**src/rtl/gray_pkg.sv**
```systemverilog
// +--------------------------------------------------------------------+
// | gray_pkg : shared Gray/binary conversion helpers for gray_counter   |
// | Revision : 1.0                                                     |
// +--------------------------------------------------------------------+
`default_nettype none

package gray_pkg;

  localparam int GRAY_MAX_WIDTH = 32;

  typedef logic [GRAY_MAX_WIDTH-1:0] gray_word_t;

  // Narrower values are zero-extended into a full word, which leaves the
  // low-order result bits identical to a WIDTH-bit conversion.
  function automatic gray_word_t bin2gray(input gray_word_t b);
    return b ^ (b >> 1);
  endfunction

  function automatic gray_word_t gray2bin(input gray_word_t g);
    gray_word_t b;
    b[GRAY_MAX_WIDTH-1] = g[GRAY_MAX_WIDTH-1];
    for (int i = GRAY_MAX_WIDTH - 2; i >= 0; i--) begin
      b[i] = b[i+1] ^ g[i];
    end
    return b;
  endfunction

endpackage

`default_nettype wire

```
**src/rtl/gray_conv.sv**
```systemverilog
// +--------------------------------------------------------------------+
// | gray_conv : combinational binary->Gray and Gray->binary converter   |
// | Revision  : 1.0                                                    |
// +--------------------------------------------------------------------+
`default_nettype none

module gray_conv
  import gray_pkg::*;
#(
  parameter int WIDTH = 4
) (
  input  logic [WIDTH-1:0] bin_i,
  input  logic [WIDTH-1:0] gray_i,
  output logic [WIDTH-1:0] gray_o,
  output logic [WIDTH-1:0] bin_o
);

  assign gray_o = WIDTH'(bin2gray(gray_word_t'(bin_i)));
  assign bin_o  = WIDTH'(gray2bin(gray_word_t'(gray_i)));

endmodule

`default_nettype wire

```
**src/rtl/gray_counter.sv**
```systemverilog
// +--------------------------------------------------------------------+
// | gray_counter : registered binary/Gray counter with load and wrap    |
// |   Define GRAY_COUNTER_UPDOWN_EN to build the down-count path.      |
// | Revision     : 1.0                                                 |
// +--------------------------------------------------------------------+
`default_nettype none

module gray_counter
  import gray_pkg::*;
#(
  parameter int          WIDTH   = 4,
  parameter int unsigned RST_VAL = 0
) (
  input  logic             clk,
  input  logic             rst_n,
  input  logic             en,
  input  logic             dir,
  input  logic             load,
  input  logic             load_is_gray,
  input  logic [WIDTH-1:0] load_val,
  output logic [WIDTH-1:0] bin,
  output logic [WIDTH-1:0] gray,
  output logic             wrap
);

  localparam logic [WIDTH-1:0] C_RST_BIN  = WIDTH'(RST_VAL);
  localparam logic [WIDTH-1:0] C_RST_GRAY = WIDTH'(bin2gray(gray_word_t'(RST_VAL)));
  localparam logic [WIDTH-1:0] C_ALL_ONES = '1;
  localparam logic [WIDTH-1:0] C_ONE      = WIDTH'(1);

  logic [WIDTH-1:0] bin_q, bin_d;
  logic [WIDTH-1:0] gray_q, gray_d;
  logic             wrap_q, wrap_d;

  logic [WIDTH-1:0] w_load_bin;
  logic [WIDTH-1:0] w_load_gray_unused;
  logic [WIDTH-1:0] w_gray_q_bin_unused;

  gray_conv #(.WIDTH(WIDTH)) u_load_conv (
    .bin_i  (load_val),
    .gray_i (load_val),
    .gray_o (w_load_gray_unused),
    .bin_o  (w_load_bin)
  );

  // Gray register is derived from the same next-state value as bin_q.
  gray_conv #(.WIDTH(WIDTH)) u_next_conv (
    .bin_i  (bin_d),
    .gray_i (gray_q),
    .gray_o (gray_d),
    .bin_o  (w_gray_q_bin_unused)
  );

`ifndef GRAY_COUNTER_UPDOWN_EN
  logic w_dir_unused;
  assign w_dir_unused = dir;
`endif

  always_comb begin
    bin_d  = bin_q;
    wrap_d = 1'b0;
    if (load) begin
      bin_d = load_is_gray ? w_load_bin : load_val;
    end else if (en) begin
`ifdef GRAY_COUNTER_UPDOWN_EN
      if (dir) begin
        bin_d  = bin_q + C_ONE;
        wrap_d = (bin_q == C_ALL_ONES);
      end else begin
        bin_d  = bin_q - C_ONE;
        wrap_d = (bin_q == '0);
      end
`else
      bin_d  = bin_q + C_ONE;
      wrap_d = (bin_q == C_ALL_ONES);
`endif
    end
  end

  always_ff @(posedge clk or negedge rst_n) begin
    if (!rst_n) begin
      bin_q  <= C_RST_BIN;
      gray_q <= C_RST_GRAY;
      wrap_q <= 1'b0;
    end else begin
      bin_q  <= bin_d;
      gray_q <= gray_d;
      wrap_q <= wrap_d;
    end
  end

  assign bin  = bin_q;
  assign gray = gray_q;
  assign wrap = wrap_q;

endmodule

`default_nettype wire
```
**config.mk**
```make
export PLATFORM = sky130hd
export DESIGN_NAME = gray_counter
export DESIGN_NICKNAME = d
export VERILOG_FILES = /design/src/rtl/gray_pkg.sv /design/src/rtl/gray_conv.sv /design/src/rtl/gray_counter.sv
export SDC_FILE = /design/constraint.sdc
export NUM_CORES = 1
export LEC_CHECK = 0
export CORE_UTILIZATION = 29
export CTS_CLUSTER_DIAMETER = 60
export DETAILED_ROUTE_END_ITERATION = 10
export PLACE_DENSITY = 0.61
export SKIP_LAST_GASP = 1
export SLEW_MARGIN = 20
export SYNTH_ARGS = -nofsm -noshare
export SYNTH_HDL_FRONTEND = slang
export SYNTH_SLANG_ARGS = --single-unit
```
**constraint.sdc**
```tcl
create_clock -name clk -period 3.3 [get_ports clk]
set_input_delay 0.495 -clock clk [delete_from_list [all_inputs] [get_ports clk]]
set_output_delay 0.495 -clock clk [all_outputs]
set_load 0.02 [all_outputs]
```
==> flow_summary.json <==
{
  "status": "completed",
  "p_int_uw": 262,
  "cts_setup_buffers": 0,
  "period_needed_ps": 1770,
  "wl_per_cell_um": 10.4,
  "rows": 14,
  "synth_edf_count": 0,
  "powerDensity_nw_per_um2": 582,
  "clockPowerShare_pct": 17.7,
  "yosysUniqueCellTypes": 16,
  "vdd_drop_max_v": 0.000157,
  "drc_errors": 0,
  "grt_use_total_pct": 10.9,
  "synthArstFlopShare_pct": 100,
  "maxSlewHeadroom_pct": 70.8,
  "core_um2": 1540,
  "cts_resized": 0,
  "synth.area.top_cells": "dfrtp_1 (41%), xor2_1 (14%), xnor2_1 (9.0%), mux2i_1 (6.1%), nand2_1 (5.4%)",
  "n_antenna_cell": 0,
  "dp_hpwl_um": 686,
  "clk_pin_slew_worst_paths_ps": 50,
  "routed_wl_um": 844,
  "synth_flop_cell": "dfrtp_1",
  "cp.required_ps": 3410,
  "fin_tns_setup_ps": 0,
  "ant_nets": 0,
  "synth_area_per_cell_um2": 10.4,
  "path_max_fanout": 5,
  "fmax_mhz": 566,
  "port_buffers": 17,
  "synth_top_area_share_pct": 40.9,
  "drv_slew": 0,
  "leakagePower_uw": 0.000296,
  "tightest_slew_ps": 437,
  "crit_path_start_kind": "primary input",
  "drtIter0Drc": 3,
  "rsz0062_at_grt": "no",
  "combPwrFrac_pct": 47.5,
  "yosys_warnings": 0,
  "grt_first_pass_wirelength_um": 1440,
  "netSwitchingFraction_pct": 35.0,
  "clock_path_buffers": 2,
  "gr-total-overflow": 0,
  "setup_viol": 0,
  "hold_violations": 0,
  "syn_inst": 47,
  "vias_per_cell": 4.59,
  "end_kind": "flip-flop",
  "syn_nets": 58,
  "synthTopCellsByCount": "dfrtp_1 (8), xor2_1 (8), nand2_1 (7)",
  "grt_antenna_before_repair": 0,
  "dp.cells": 78,
  "syn_area_um2": 489,
  "min_path_type": "primary input to async pin",
  "finClkSkew_ps": 1.64,
  "cts_buffers": 3,
  "rr_worst_depth": 5,
  "path_class": "primary input to flip-flop",
  "post-route-period-util_pct": 53.5,
  "final_cell_count_no_fill": 81,
  "initial_core_util_pct": 31.7,
  "gp_congestion": 0.726,
  "routed-via-count": 372,
  "die_area_um2": 1860,
  "h-tree-depth": 1,
  "io_pins": 19,
  "drive_above_1_share_pct": 6.15,
  "yosys.area.top_type": "dfrtp_1",
  "areaGrowthSynthToFinish_pct": 41.2,
  "cts_tree": "yes",
  "grt_max_degree": 13,
  "die_w_um": 43.1,
  "ys_ff_latch": 8,
  "power_frac_seq_pct": 34.8,
  "arrival_ps": 1880,
  "cts_sinks": 8,
  "seq_area_frac_synth_pct": 40.9,
  "insertion_delay_ps": 250,
  "root_buffer": "clkbuf_4",
  "die_y_um": 43.1,
  "hold_buffers": 0,
  "firstDrtPassIters": 3,
  "grt_pass1_vias": 355,
  "fin_nets": 78,
  "maxCapViolCount": 0,
  "switchingPower_uw": 141
}
## through the flow
stage	hold WS [ps]	setup slack [ps]	instance area, um2	utilization, %	power [uW]
after floorplan	199	1900	489	-	253
final	516	1530	691	44.8	402
after global routing	540	1450	691	44.8	433
after global placement	584	1300	668	43.3	331
after CTS	520	1520	691	44.8	410
after detailed placement	585	1260	668	43.3	333
## state kept, by name, indices dropped and copies added, names as in the netlist
name / flops
bin: 4
gray: 3
wrap: 1
## power groups by stage
stage / Combinational [uW] / Clock [uW] / Sequential [uW]
after CTS: 193 / 76.9 / 141
after global placement: 191 / 0 / 141
after floorplan: 79.3 / 0 / 173
after global routing: 207 / 82.3 / 143
after detailed placement: 191 / 0 / 142
final: 191 / 71.2 / 140
## layout by cell type (no fill, tap or decap)
cell type	Yosys	final
clkdlybuf4s50_1	0	17
xor2_1	8	8
dfrtp_1	8	8
nand2_1	7	7
xnor2_1	5	5
mux2i_1	3	3
o21ai_0	3	3
clkbuf_4	0	3
nor2_1	2	2
nand2b_1	2	2
nand4_1	2	2
xor3_1	1	1
a21oi_1	1	1
or2b_1	1	1
mux2_2	1	1
ha_1	1	1
## cell type report
type / instances / area (um2)
multi-input cells: 37 / 278
repair buffers: 17 / 170
flip-flops and latches: 8 / 200
fillers: 165 / 851
clock buffers: 3 / 22.5
well taps: 16 / 20.0
## critical path: stages
cell and delay, ps:
clkdlybuf4s50_1 600, xor3_1 450, nand2_1 90, xor2_1 160, a21oi_1 80
## kinds of logic (layout without fill, tap and decap cells)
kind of cell,count (synthesis),in the layout,share of synthesized area (%)
flops,8,8,40.9
simple gates,14,14,13.6
mux,4,4,8.44
xor+xnor,14,14,28.1
buf+inv,2,20,2.30
compound gates,4,4,4.09
fa+ha+maj,1,1,2.56
## final timing paths
kind                              from  endpoint  slack (ps)
max                        load_val[2]    bin[0]        1530
max in group asynchronous        rst_n      wrap        2530
min                              rst_n   gray[0]         520
min in group clk                bin[3]      wrap         590
min reg2reg                     bin[3]      wrap         590
max reg2reg                     bin[0]   gray[2]        1870
## layer usage
layer,GRT usage [%],wire (um)
met1,12.0,378
met2,17.6,427
met3,1.28,38
met4,10.9,0
met5,0,0
No activity file was read; power rests on OpenSTA's default activity.
